[src/rtl/dsc_pkg.sv]
`default_nettype none
// ============================================================================
// Module   : dsc_pkg
// Brief    : Shared types and constants for the DSC slice scheduler.
// Revision : 1.0 - initial release
// ============================================================================
package dsc_pkg;

    localparam int DSC_DIM_W = 16;
    localparam int DSC_TMO_W = 20;

    typedef enum logic [2:0] {
        S_IDLE  = 3'd0,
        S_CHECK = 3'd1,
        S_ISSUE = 3'd2,
        S_WAIT  = 3'd3,
        S_DONE  = 3'd4
    } sched_state_t;

    typedef struct packed {
        logic [DSC_DIM_W-1:0] pic_w;
        logic [DSC_DIM_W-1:0] pic_h;
        logic [DSC_DIM_W-1:0] slice_w;
        logic [DSC_DIM_W-1:0] slice_h;
    } dsc_cfg_t;

endpackage
`default_nettype wire

[src/rtl/dsc_slice_sched_if.sv]
`default_nettype none
// ============================================================================
// Module   : dsc_slice_sched_if
// Brief    : Slice-command handshake between the scheduler and the DSC core.
// Revision : 1.0 - initial release
// ============================================================================
interface dsc_slice_sched_if import dsc_pkg::*; #(
    parameter int DIM_W = DSC_DIM_W
) ();
    logic             slc_vld;
    logic             slc_rdy;
    logic [DIM_W-1:0] slc_x;
    logic [DIM_W-1:0] slc_y;
    logic [DIM_W-1:0] slc_w;
    logic [DIM_W-1:0] slc_h;
    logic             slc_last;
    logic             slc_done;

    modport master (
        output slc_vld, slc_x, slc_y, slc_w, slc_h, slc_last,
        input  slc_rdy, slc_done
    );

    modport slave (
        input  slc_vld, slc_x, slc_y, slc_w, slc_h, slc_last,
        output slc_rdy, slc_done
    );
endinterface
`default_nettype wire

[src/rtl/dsc_slice_wdog.sv]
`default_nettype none
// ============================================================================
// Module   : dsc_slice_wdog
// Brief    : Completion watchdog; flags a slice that stays outstanding too long.
// Revision : 1.0 - initial release
// ============================================================================
module dsc_slice_wdog import dsc_pkg::*; #(
    parameter int TMO_W = DSC_TMO_W
) (
    input  wire logic             clk,
    input  wire logic             rst_n,
    input  wire logic             i_clr,
    input  wire logic             i_run,
    input  wire logic [TMO_W-1:0] i_limit,
    output logic                  o_hit
);
    logic [TMO_W-1:0] r_cnt;

    always_ff @(posedge clk or negedge rst_n) begin
        if (!rst_n) begin
            r_cnt <= '0;
        end else if (i_clr) begin
            r_cnt <= '0;
        end else if (i_run) begin
            r_cnt <= r_cnt + TMO_W'(1);
        end
    end

    // Counter starts at 0 in the first waiting cycle, so limit-1 marks the limit-th cycle.
    assign o_hit = i_run && (i_limit != '0) && (r_cnt == (i_limit - TMO_W'(1)));
endmodule
`default_nettype wire

[src/rtl/dsc_slice_sched.sv]
`default_nettype none
// ============================================================================
// Module   : dsc_slice_sched
// Brief    : Walks a picture in raster order issuing one slice command at a time.
//            Optional completion watchdog enabled by DSC_SLICE_TMO_EN.
// Revision : 1.0 - initial release
// ============================================================================
module dsc_slice_sched import dsc_pkg::*; #(
    parameter int DIM_W = DSC_DIM_W,
    parameter int TMO_W = DSC_TMO_W
) (
    input  wire logic               clk,
    input  wire logic               rst_n,
    input  wire logic               start,
    input  wire logic [DIM_W-1:0]   pic_w,
    input  wire logic [DIM_W-1:0]   pic_h,
    input  wire logic [DIM_W-1:0]   slice_w,
    input  wire logic [DIM_W-1:0]   slice_h,
    dsc_slice_sched_if.master       slc,
    output logic                    busy,
    output logic                    frame_done,
    output logic                    cfg_err,
    output logic [2*DIM_W-1:0]      slc_cnt
`ifdef DSC_SLICE_TMO_EN
    ,
    input  wire logic [TMO_W-1:0]   tmo_limit,
    output logic                    tmo_err
`endif
);
    sched_state_t       r_state;
    logic [DIM_W-1:0]   r_pic_w, r_pic_h, r_slice_w, r_slice_h;
    logic [DIM_W-1:0]   r_x, r_y;
    logic [2*DIM_W-1:0] r_cnt;
    logic               r_cfg_err;

    logic [DIM_W-1:0]   w_rem_w, w_rem_h, w_slc_w, w_slc_h;
    logic [DIM_W:0]     w_x_end, w_y_end;
    logic               w_row_end, w_last, w_hs, w_tmo;

    assign w_rem_w   = r_pic_w - r_x;
    assign w_rem_h   = r_pic_h - r_y;
    assign w_slc_w   = (r_slice_w < w_rem_w) ? r_slice_w : w_rem_w;
    assign w_slc_h   = (r_slice_h < w_rem_h) ? r_slice_h : w_rem_h;
    // One extra bit keeps origin+size from wrapping near the top of the range.
    assign w_x_end   = {1'b0, r_x} + {1'b0, w_slc_w};
    assign w_y_end   = {1'b0, r_y} + {1'b0, w_slc_h};
    assign w_row_end = (w_x_end >= {1'b0, r_pic_w});
    assign w_last    = w_row_end && (w_y_end >= {1'b0, r_pic_h});
    assign w_hs      = (r_state == S_ISSUE) && slc.slc_rdy;

`ifdef DSC_SLICE_TMO_EN
    logic w_wdog_hit;

    dsc_slice_wdog #(.TMO_W(TMO_W)) u_wdog (
        .clk     (clk),
        .rst_n   (rst_n),
        .i_clr   (w_hs),
        .i_run   (r_state == S_WAIT),
        .i_limit (tmo_limit),
        .o_hit   (w_wdog_hit)
    );

    // A completion arriving in the expiry cycle wins over the timeout.
    assign tmo_err = w_wdog_hit && !slc.slc_done;
    assign w_tmo   = tmo_err;
`else
    assign w_tmo   = 1'b0;
`endif

    always_ff @(posedge clk or negedge rst_n) begin
        if (!rst_n) begin
            r_state   <= S_IDLE;
            r_pic_w   <= '0;
            r_pic_h   <= '0;
            r_slice_w <= '0;
            r_slice_h <= '0;
            r_x       <= '0;
            r_y       <= '0;
            r_cnt     <= '0;
            r_cfg_err <= 1'b0;
        end else begin
            r_cfg_err <= 1'b0;
            case (r_state)
                S_IDLE: begin
                    if (start) begin
                        r_pic_w   <= pic_w;
                        r_pic_h   <= pic_h;
                        r_slice_w <= slice_w;
                        r_slice_h <= slice_h;
                        r_x       <= '0;
                        r_y       <= '0;
                        r_cnt     <= '0;
                        r_state   <= S_CHECK;
                    end
                end
                S_CHECK: begin
                    if ((r_pic_w == '0) || (r_pic_h == '0) ||
                        (r_slice_w == '0) || (r_slice_h == '0)) begin
                        r_cfg_err <= 1'b1;
                        r_state   <= S_IDLE;
                    end else begin
                        r_state   <= S_ISSUE;
                    end
                end
                S_ISSUE: begin
                    if (w_hs) r_state <= S_WAIT;
                end
                S_WAIT: begin
                    if (slc.slc_done) begin
                        r_cnt <= r_cnt + 1'b1;
                        if (w_last) begin
                            r_state <= S_DONE;
                        end else begin
                            if (w_row_end) begin
                                r_x <= '0;
                                r_y <= r_y + r_slice_h;
                            end else begin
                                r_x <= r_x + r_slice_w;
                            end
                            r_state <= S_ISSUE;
                        end
                    end else if (w_tmo) begin
                        r_state <= S_IDLE;
                    end
                end
                S_DONE:  r_state <= S_IDLE;
                default: r_state <= S_IDLE;
            endcase
        end
    end

    assign slc.slc_vld  = (r_state == S_ISSUE);
    assign slc.slc_x    = r_x;
    assign slc.slc_y    = r_y;
    assign slc.slc_w    = w_slc_w;
    assign slc.slc_h    = w_slc_h;
    // Geometry looks "last" when idle with zeroed dims, so qualify by state.
    assign slc.slc_last = w_last && ((r_state == S_ISSUE) || (r_state == S_WAIT));
    assign busy         = (r_state != S_IDLE);
    assign frame_done   = (r_state == S_DONE);
    assign cfg_err      = r_cfg_err;
    assign slc_cnt      = r_cnt;
endmodule
`default_nettype wire

[src/flat_wrapper.sv]
// flat-port wrapper written by rule: the top's interface ports become plain ports
module dsc_slice_sched_flat import dsc_pkg::*;
#(
    parameter int DIM_W = DSC_DIM_W,
    parameter int TMO_W = DSC_TMO_W
)
  (clk, rst_n, start, pic_w, pic_h, slice_w, slice_h, busy, frame_done, cfg_err, slc_cnt, slc_slc_vld, slc_slc_x, slc_slc_y, slc_slc_w, slc_slc_h, slc_slc_last, slc_slc_rdy, slc_slc_done);
  dsc_slice_sched_if #(.DIM_W(DIM_W)) slc_i ();
  input  wire logic clk;
  input  wire logic rst_n;
  input  wire logic start;
  input  wire logic [DIM_W-1:0] pic_w;
  input  wire logic [DIM_W-1:0] pic_h;
  input  wire logic [DIM_W-1:0] slice_w;
  input  wire logic [DIM_W-1:0] slice_h;
  output logic busy;
  output logic frame_done;
  output logic cfg_err;
  output logic [2*DIM_W-1:0] slc_cnt;
  output wire logic [$bits(slc_i.slc_vld)-1:0] slc_slc_vld;
  output wire logic [$bits(slc_i.slc_x)-1:0] slc_slc_x;
  output wire logic [$bits(slc_i.slc_y)-1:0] slc_slc_y;
  output wire logic [$bits(slc_i.slc_w)-1:0] slc_slc_w;
  output wire logic [$bits(slc_i.slc_h)-1:0] slc_slc_h;
  output wire logic [$bits(slc_i.slc_last)-1:0] slc_slc_last;
  input wire logic [$bits(slc_i.slc_rdy)-1:0] slc_slc_rdy;
  input wire logic [$bits(slc_i.slc_done)-1:0] slc_slc_done;
  assign slc_slc_vld = slc_i.slc_vld;
  assign slc_slc_x = slc_i.slc_x;
  assign slc_slc_y = slc_i.slc_y;
  assign slc_slc_w = slc_i.slc_w;
  assign slc_slc_h = slc_i.slc_h;
  assign slc_slc_last = slc_i.slc_last;
  assign slc_i.slc_rdy = slc_slc_rdy;
  assign slc_i.slc_done = slc_slc_done;
  dsc_slice_sched #(.DIM_W(DIM_W), .TMO_W(TMO_W)) u_core (.clk(clk), .rst_n(rst_n), .start(start), .pic_w(pic_w), .pic_h(pic_h), .slice_w(slice_w), .slice_h(slice_h), .slc(slc_i), .busy(busy), .frame_done(frame_done), .cfg_err(cfg_err), .slc_cnt(slc_cnt));
endmodule
[config.mk]
export PLATFORM = sky130hd
export DESIGN_NAME = dsc_slice_sched_flat
export DESIGN_NICKNAME = d
export VERILOG_FILES = /design/src/rtl/dsc_pkg.sv /design/src/rtl/dsc_slice_sched_if.sv /design/src/rtl/dsc_slice_wdog.sv /design/src/rtl/dsc_slice_sched.sv /design/src/flat_wrapper.sv
export SDC_FILE = /design/constraint.sdc
export NUM_CORES = 1
export LEC_CHECK = 0
export CORE_ASPECT_RATIO = 1.25
export CORE_UTILIZATION = 41
export CTS_CLUSTER_SIZE = 30
export DETAILED_ROUTE_END_ITERATION = 8
export GPL_TIMING_DRIVEN = 1
export MAX_ROUTING_LAYER = met4
export PLACE_DENSITY_LB_ADDON = 0.25
export SYNTH_ARGS = -nofsm -noshare
export SYNTH_HDL_FRONTEND = slang
export SYNTH_SLANG_ARGS = --single-unit
[constraint.sdc]
create_clock -name clk -period 9.3 [get_ports clk]
set_input_delay 1.86 -clock clk [delete_from_list [all_inputs] [get_ports clk]]
set_output_delay 1.86 -clock clk [all_outputs]
set_load 0.02 [all_outputs]
* Word-level counts from Yosys, hierarchy flattened
Cells that the tools add are included.
Storage, ports and cells: register bits after elaboration 132, word-level logic and storage cells 70, bits of input ports 69
Cells by class: reductions and logical operators 19, $lt $le $gt $ge 4, eq/ne operators 9, $add $sub $neg 7, muxes and demuxes 22
Operators with widths (count):
- 16-bit two-way mux | 9
- 16-bit logical NOT | 4
- 32-bit two-way mux | 2
- 16-bit case mux with 2 select lines | 2
- 32-bit case mux with 2 select lines | 1
- 16-bit by 16-bit adder with 17-bit output | 2
- 17-bit by 16-bit greater-or-equal comparator with 1-bit output | 2
- 16-bit adder | 2
- 32-bit by 1-bit adder with 32-bit output (second input constant) | 1
- 16-bit < comparator | 2
- 16-bit subtractor | 2
- 3-bit two-way mux | 4
- 3-bit case mux with 4 select lines | 1
- 3-bit by 2-bit == test with 1-bit output (second input constant) | 2
- 2-bit inequality test (second input constant) | 3
- 3-bit AND reduction | 2
- 5-bit AND reduction | 1
- 1-bit logical OR | 4
- 2-bit by 1-bit inequality test with 1-bit output (second input constant) | 2
- 4-bit AND reduction | 1
- 3-bit by 1-bit == test with 1-bit output (second input constant) | 1
- 3-bit == test (second input constant) | 1
- 1-bit logical AND | 3
- 3-bit logical NOT | 1
- 5 further kinds | 6

* Logic depth before layout (Yosys ltp)
Gate-level depths: netlist of the first run.
depth after elaboration 9, mapped depth 39, gate-level depth less buffers 37

* Least setup slack after synthesis of the first run
Ideal clock, no wire load.
path kind register to output, start point register u_core.r_x[1] (netlist: u_core.slc.slc_x[1]), end point output slc_slc_last, slack -0.347 ns, arrival time 7.787 ns, path buffers 2, stages on the path, launching flop included 33, cell sequence dfrtp_1 inv_1 fa_1 a21oi_1 o2bb2ai_1 or4_1 a31oi_1 a21oi_1 a21oi_1 xor2_1 ha_1 nand4_1 nor4_1 a21oi_1 clkbuf_1 o21ai_0 ha_1 a21o_1 a21oi_1 nor2b_1 o21a_1 o21a_1 a221o_1 o41ai_1 xnor2_1 ha_1 nand3_1 nor3_1 o211ai_1 a21oi_1 nor3_4 buf_2 nor4b_1
Between the ends: word-level cells in the longest chain between the ends 7
RTL lines:
- start: declaration | RTL line dsc_slice_sched.sv:32 | logic [DIM_W-1:0] r_x, r_y;
- start signal: assignment | RTL line dsc_slice_sched.sv:118 | r_x <= r_x + r_slice_w;
- 16-bit subtractor (*) | RTL line dsc_slice_sched.sv:40 | assign w_rem_w = r_pic_w - r_x;
- 16-bit < comparator | RTL line dsc_slice_sched.sv:42 | assign w_slc_w = (r_slice_w < w_rem_w) ? r_slice_w : w_rem_w;
- 16-bit two-way mux (*) | RTL line dsc_slice_sched.sv:42
- net slc_slc_w[1] | RTL line flat_wrapper.sv:23 | output wire logic [$bits(slc_i.slc_w)-1:0] slc_slc_w;
- 16-bit by 16-bit adder with 17-bit output (*) | RTL line dsc_slice_sched.sv:45 | assign w_x_end = {1'b0, r_x} + {1'b0, w_slc_w};
- 17-bit by 16-bit greater-or-equal comparator with 1-bit output (*) | RTL line dsc_slice_sched.sv:47 | assign w_row_end = (w_x_end >= {1'b0, r_pic_w});
- 1-bit logical AND (*) | RTL line dsc_slice_sched.sv:48 | assign w_last = w_row_end && (w_y_end >= {1'b0, r_pic_h});
- 1-bit logical AND (*) | RTL line dsc_slice_sched.sv:138 | assign slc.slc_last = w_last && ((r_state == S_ISSUE) || (r_state == S_WAIT));
- end: declaration | RTL line flat_wrapper.sv:25 | output wire logic [$bits(slc_i.slc_last)-1:0] slc_slc_last;
Mark *: on every way through the listed nets, which the timed path passes. The rest lies on a longest branch.

* Final worst setup path of the first run
start point register u_core.r_y[1] (netlist: u_core.slc.slc_y[1]), end point output slc_slc_last
Between the ends: word-level cells in the longest chain between the ends 7
RTL lines:
- start: declaration | RTL line dsc_slice_sched.sv:32
- start signal: assignment | RTL line dsc_slice_sched.sv:116 | r_y <= r_y + r_slice_h;
- 16-bit subtractor | RTL line dsc_slice_sched.sv:41 | assign w_rem_h = r_pic_h - r_y;
- 16-bit < comparator | RTL line dsc_slice_sched.sv:43 | assign w_slc_h = (r_slice_h < w_rem_h) ? r_slice_h : w_rem_h;
- 16-bit two-way mux | RTL line dsc_slice_sched.sv:43
- 16-bit by 16-bit adder with 17-bit output (*) | RTL line dsc_slice_sched.sv:46 | assign w_y_end = {1'b0, r_y} + {1'b0, w_slc_h};
- 17-bit by 16-bit greater-or-equal comparator with 1-bit output (*) | RTL line dsc_slice_sched.sv:48
- 1-bit logical AND (*) | RTL line dsc_slice_sched.sv:48
- 1-bit logical AND (*) | RTL line dsc_slice_sched.sv:138
Mark *: on every way between the ends. The rest lies on a longest branch, timed or not.

==> flow_summary.ini, run 1 <==
[setup_path]
critPathMaxStageDelay_ps = 370
crit_slowest_cell = dfrtp_1
crit_fanout = 3
required_ps = 7440
crit_path_start_kind = flip-flop
critPathArrivalTime_ps = 7270
critPathBufInv = 5
path_delay_family = compound AO/OA/AOI/OAI gates
crit_type = flip-flop to output pin
end_kind = output pin
cpMostUsedCell = ha_1

[synth]
synthCells = 1267
syn_area_per_cell_sq_um = 8.79
yosysSeqAreaShare_pct = 29.6
async_flop_share_pct = 100
synth_top_flop_cell = dfrtp_1
yosysUniqueCellTypes = 76
syn_area_sq_um = 11100
synth_edf_count = 0
synth_warnings = 0
synthesis.nets = 1497
synth_seq_cells = 132

[route]
ant_nets = 0
wl_per_cell_um = 18.3
num_vias = 10600
drc = 0
viasPerCell = 5.52
routed_wl_um = 35200
dr.pass1.iters = 5
drt-initial-drc-count = 452

[die]
core_sq_um = 26700
die-width_um = 149
row_count = 67
initial_core_util_pct = 41.7
die_h_um = 186
io_pins = 170
dieArea_sq_um = 27800

[grt]
overflow = 0
grt_pass1_vias = 10700
grt_use_total_pct = 26.2
grt_pass1_wl_um = 55100
grt_start_max_net_pins = 85
grt_antenna_before_repair = 1

[sta]
tightestPinTransition_ps = 825
finalCritPeriodShare_pct = 98.2
tns_ps = 0
setup_viol = 0
clock_skew_ps = 14.3
relSlewSlack_pct = 45.0
rsz0062_at_grt = yes
hold_viol_final = 0
min_period_ps = 9130
fmax_mhz = 110
maxSlewViolCount = 0

[clocking]
cts_hold_buf = 0
cts_tree = built
cts_buffers = 17
clock_path_buffers = 2
clk_pin_slew_ps = 60
cts-root-buf = clkbuf_16
h-tree-depth = 4
clk_latency_ps = 440
clock_sinks = 132

[outcome]
status = completed

[cells_and_area]
drive_gt1_share_pct = 16.3
syn_to_final_growth_pct = 35.5
nets = 1799

[flow_run]
maxCapViolCount = 0

[place]
gp_congestion = 0.950
dp_hpwl_um = 27600
port_buffers = 169

[hold_path]
min_path_type = flip-flop to flip-flop
[flip-flops by register name, summed over array words and instances (netlist names)]
signal / flops
u_core.cfg_err: 1
u_core.r_pic_h: 16
u_core.r_pic_w: 16
u_core.r_slice_h: 16
u_core.r_slice_w: 16
u_core.r_state: 3
u_core.slc.slc_x: 16
u_core.slc.slc_y: 16
u_core.slc_cnt: 32
[what timing repair did]
item                                    CTS  global route
cloned                                    1             0
buffers inserted                          3             3
pin swaps                                 9            30
endpoints found under the setup margin    1             1
gates resized for setup                  32            45
[worst register-to-register path: cells and delay by family, from the launching register on]
| kind | cells | cell delay [ps] |
|---|---|---|
| xor gates and xnor gates | 2 | 220 |
| DFF | 1 | 390 |
| adders and majority gates | 5 | 1440 |
| buffers and inverters | 5 | 730 |
| and+or+nand+nor | 7 | 1660 |
| AOI/OAI and AO/OA | 13 | 2990 |
| muxes | 1 | 390 |
[metrics by stage]
stage | area [sq um] | worst slack (ps) | util (%) | hold WS [ps] | cells
5_1_grt | 15100 | -214 | 56.5 | 590 | 1927
3_5_place_dp | 14200 | -548 | 53.0 | 535 | 1888
2_1_floorplan | 11100 | 22.7 | - | 514 | 1267
6_report | 15100 | 170 | 56.5 | 551 | 1927
4_1_cts | 14900 | 8.55 | 55.7 | 554 | 1923
3_3_place_gp | 14200 | -566 | 53.0 | 532 | 1888
[metal layers]
metal	global-route usage, %	routed length (um)	up-vias
li1	-	-	5178
met1	29.9	14500	5119
met2	44.9	18000	277
met3	3.59	1260	72
met4	12.1	1410	0
met5	-	0	-
[final cells by class]
cell class / instances / area [sq um]
Tap cell: 345 / 432
Sequential cell: 132 / 3300
Multi-Input combinational cell: 999 / 7580
Antenna cell: 1 / 2.50
Timing Repair Buffer: 315 / 2810
Inverter: 104 / 390
Fill cell: 2404 / 11600
Clock buffer: 20 / 457
Clock inverter: 11 / 128
[Yosys cell counts, types with 8 or more instances]
cell type	number	area share, %
ha_1	155	17
dfrtp_1	132	30
nand2_1	126	4.2
o21ai_0	114	5.1
inv_1	104	3.5
a21oi_1	81	3.6
nor2_1	67	2.3
xnor2_1	53	4.2
xor2_1	49	3.9
a21o_1	30	2.0
nand4_1	30	1.7
nand3_1	23	1.0
clkbuf_1	21	0.71
nor4_1	20	1.1
mux2i_1	19	1.7
a211oi_1	16	1.1
a22o_1	16	1.3
nor3_1	13	0.58
and3_1	12	0.67
nand2b_1	12	0.67
o21a_1	12	0.81
and2_1	10	0.56
mux2_2	9	0.91
nor2b_1	9	0.51
o211ai_1	8	0.54
o21bai_1	8	0.54
or3_1	8	0.45
[layout by cell type (no fill, tap or decap), types with 14 or more instances in the layout]
cell type / Yosys / layout
clkdlybuf4s50_1: 0 / 167
ha_1: 155 / 151
buf_4: 2 / 142
dfrtp_1: 132 / 132
nand2_1: 126 / 125
inv_1: 104 / 103
o21ai_0: 114 / 103
a21oi_1: 81 / 68
nor2_1: 67 / 67
xnor2_1: 53 / 52
xor2_1: 49 / 49
a21o_1: 30 / 30
nand4_1: 30 / 30
nand3_1: 23 / 22
nor4_1: 20 / 18
mux2i_1: 19 / 17
clkbuf_16: 0 / 17
a22o_1: 16 / 16
a211oi_1: 16 / 14
[cells by family after synthesis]
kind of cell | Yosys count | share of synthesized area [%]
AND/OR/NAND/NOR | 353 | 15.7
AO/OA/AOI/OAI | 352 | 20.4
adder cells (fa/ha/maj) | 161 | 18.5
buffers and inverters | 137 | 4.95
flip-flops | 132 | 29.6
XOR/XNOR | 102 | 8.02
multiplexers | 30 | 2.82
[path summary, 6_finish.rpt]
| path | from | to | slack (ps) | depth (start not counted) |
|---|---|---|---|---|
| setup / recovery | u_core.slc.slc_y[1] | slc_slc_last | 170 | 34 |
| hold / removal | u_core.slc_cnt[31] | u_core.slc_cnt[31] | 550 | 2 |
| setup reg to reg | u_core.r_pic_w[0] | u_core.slc.slc_x[14] | 1380 | 33 |
| hold reg to reg | u_core.slc_cnt[31] | u_core.slc_cnt[31] | 550 | 2 |
| max in group asynchronous | rst_n | u_core.r_slice_h[14] | 6580 | 2 |
| min in group asynchronous | rst_n | u_core.slc_cnt[20] | 1500 | 1 |
Power of run 1 is left out: the tool's default activity adds up to more than one toggle a clock period on the data nets, which glitch-free logic cannot reach.
==> run 2: changes to the inputs <==
--- a/config.mk
+++ b/config.mk
@@ -5,7 +5,7 @@
 export SDC_FILE = /design/constraint.sdc
 export NUM_CORES = 1
 export LEC_CHECK = 0
-export CORE_ASPECT_RATIO = 1.25
+export CORE_ASPECT_RATIO = 1.5
 export CORE_UTILIZATION = 41
 export CTS_CLUSTER_SIZE = 30
 export DETAILED_ROUTE_END_ITERATION = 8
==> flow_summary.ini, run 2 (synthesis results as in run 1) <==
[route]
dr.pass1.iters = 5
viasPerCell = 5.53
ant_nets = 0
num_vias = 10600
drc = 0
wl_per_cell_um = 18.6
routed_wl_um = 35700
drt-initial-drc-count = 525

[die]
io_pins = 170
dieArea_sq_um = 27900
die_h_um = 204
row_count = 73
core_sq_um = 26600
initial_core_util_pct = 41.9
die-width_um = 137

[sta]
clock_skew_ps = 17.5
min_period_ps = 9200
tightestPinTransition_ps = 934
maxSlewViolCount = 0
hold_viol_final = 0
fmax_mhz = 109
whs_ps = 543
relSlewSlack_pct = 37.7
finalCritPeriodShare_pct = 98.9
fin_ws_ps = 101
rsz0062_at_grt = yes
setup_viol = 0

[grt]
grtUsageMet2_pct = 49.2
grtUsageMet1_pct = 28.8
busiest_layer = met2
grt_start_max_net_pins = 91
grt_pass1_wl_um = 56100
overflow = 0
grt_use_total_pct = 27.1
grt_antenna_before_repair = 0
grt_pass1_vias = 10900
grt_use_met3_pct = 3.10

[hold_path]
whs_endpoint = u_core.slc_cnt[31]
min_from = u_core.slc_cnt[31]
min_path_type = flip-flop to flip-flop
hold_depth = 2

[setup_path]
startpoint = u_core.slc.slc_y[1]
ff2ff_path_depth = 31
ff2ff_setup_slack_ps = 1370
worst_r2r_endpoint = u_core.slc.slc_x[5]
crit_type = flip-flop to output pin
end_kind = output pin
required_ps = 7440
critPathMaxStageDelay_ps = 370
cpMostUsedCell = ha_1
reg2reg_from = u_core.r_pic_w[0]
crit_slowest_cell = a311o_1
critPathArrivalTime_ps = 7340
crit_path_start_kind = flip-flop
crit_fanout = 3

[clocking]
clk_latency_ps = 460
cts_buffers = 17
cts_tree = built
clk_pin_slew_ps = 70
h-tree-depth = 4
cts-root-buf = clkbuf_16
clock_path_buffers = 2
cts_hold_buf = 0
clock_sinks = 132

[cells_and_area]
largest_register_ffs = 32
drive_gt1_share_pct = 17.3
n_antenna_cell = 0
layout_common_cells = 167 x clkdlybuf4s50_1, 152 x ha_1, 150 x buf_4
nets = 1805
syn_to_final_growth_pct = 36.7
layout_commonest_cell = clkdlybuf4s50_1

[place]
dp_hpwl_um = 27900
dp_worst_setup_slack_ps = -270
port_buffers = 169
gp_congestion = 0.906

[flow_run]
maxCapViolCount = 0

[outcome]
status = completed
## run 2: critical path, delay by kind of cell (launching register included)
| kind | cells | cell delay, ps |
|---|---|---|
| compound gates | 15 | 3210 |
| simple gates | 8 | 1320 |
| fa+ha+maj | 4 | 1060 |
| buf+inv | 5 | 600 |
| flops | 1 | 360 |
| mux | 1 | 270 |
| xor+xnor | 1 | 80 |
## run 2: cell type report
cell class	instances	area [sq um]
Clock inverter	15	161
Fill cell	2434	11300
Tap cell	337	422
Sequential cell	132	3300
Timing Repair Buffer	322	2880
Clock buffer	17	425
Inverter	104	390
Multi-Input combinational cell	998	7650
## run 2: how the worst max path moves through the flow
stage | end | slack (ps)
2_1_floorplan | slc_slc_last | 20
3_3_place_gp | slc_slc_last | -110
3_5_place_dp | slc_slc_last | -270
4_1_cts | slc_slc_last | 8
5_1_grt | slc_slc_last | -250
6_report | slc_slc_last | 100
## run 2: repair_timing
| action | 4_1_cts | 5_1_grt |
|---|---|---|
| resized for setup | 37 | 52 |
| cloned | 0 | 1 |
| setup endpoints to repair | 1 | 1 |
| pin swaps | 18 | 44 |
| buffers inserted | 3 | 8 |
## run 2: through the flow
step           std cells  area (sq um)  setup TNS (ps)  utilization, %
2_1_floorplan       1267         11100               0               -
3_3_place_gp        1881         14200            -110            53.3
3_5_place_dp        1881         14200            -270            53.3
4_1_cts             1916         14900               0            56.1
5_1_grt             1925         15200            -250            57.3
6_report            1925         15200               0            57.3
## run 2: metal layers
layer	wire (um)	part of all wire [%]
met2	19100	53
met4	1710	4.8
met5	0	0
met1	13800	39
met3	1090	3.0
Power of run 2 is left out for the same reason.
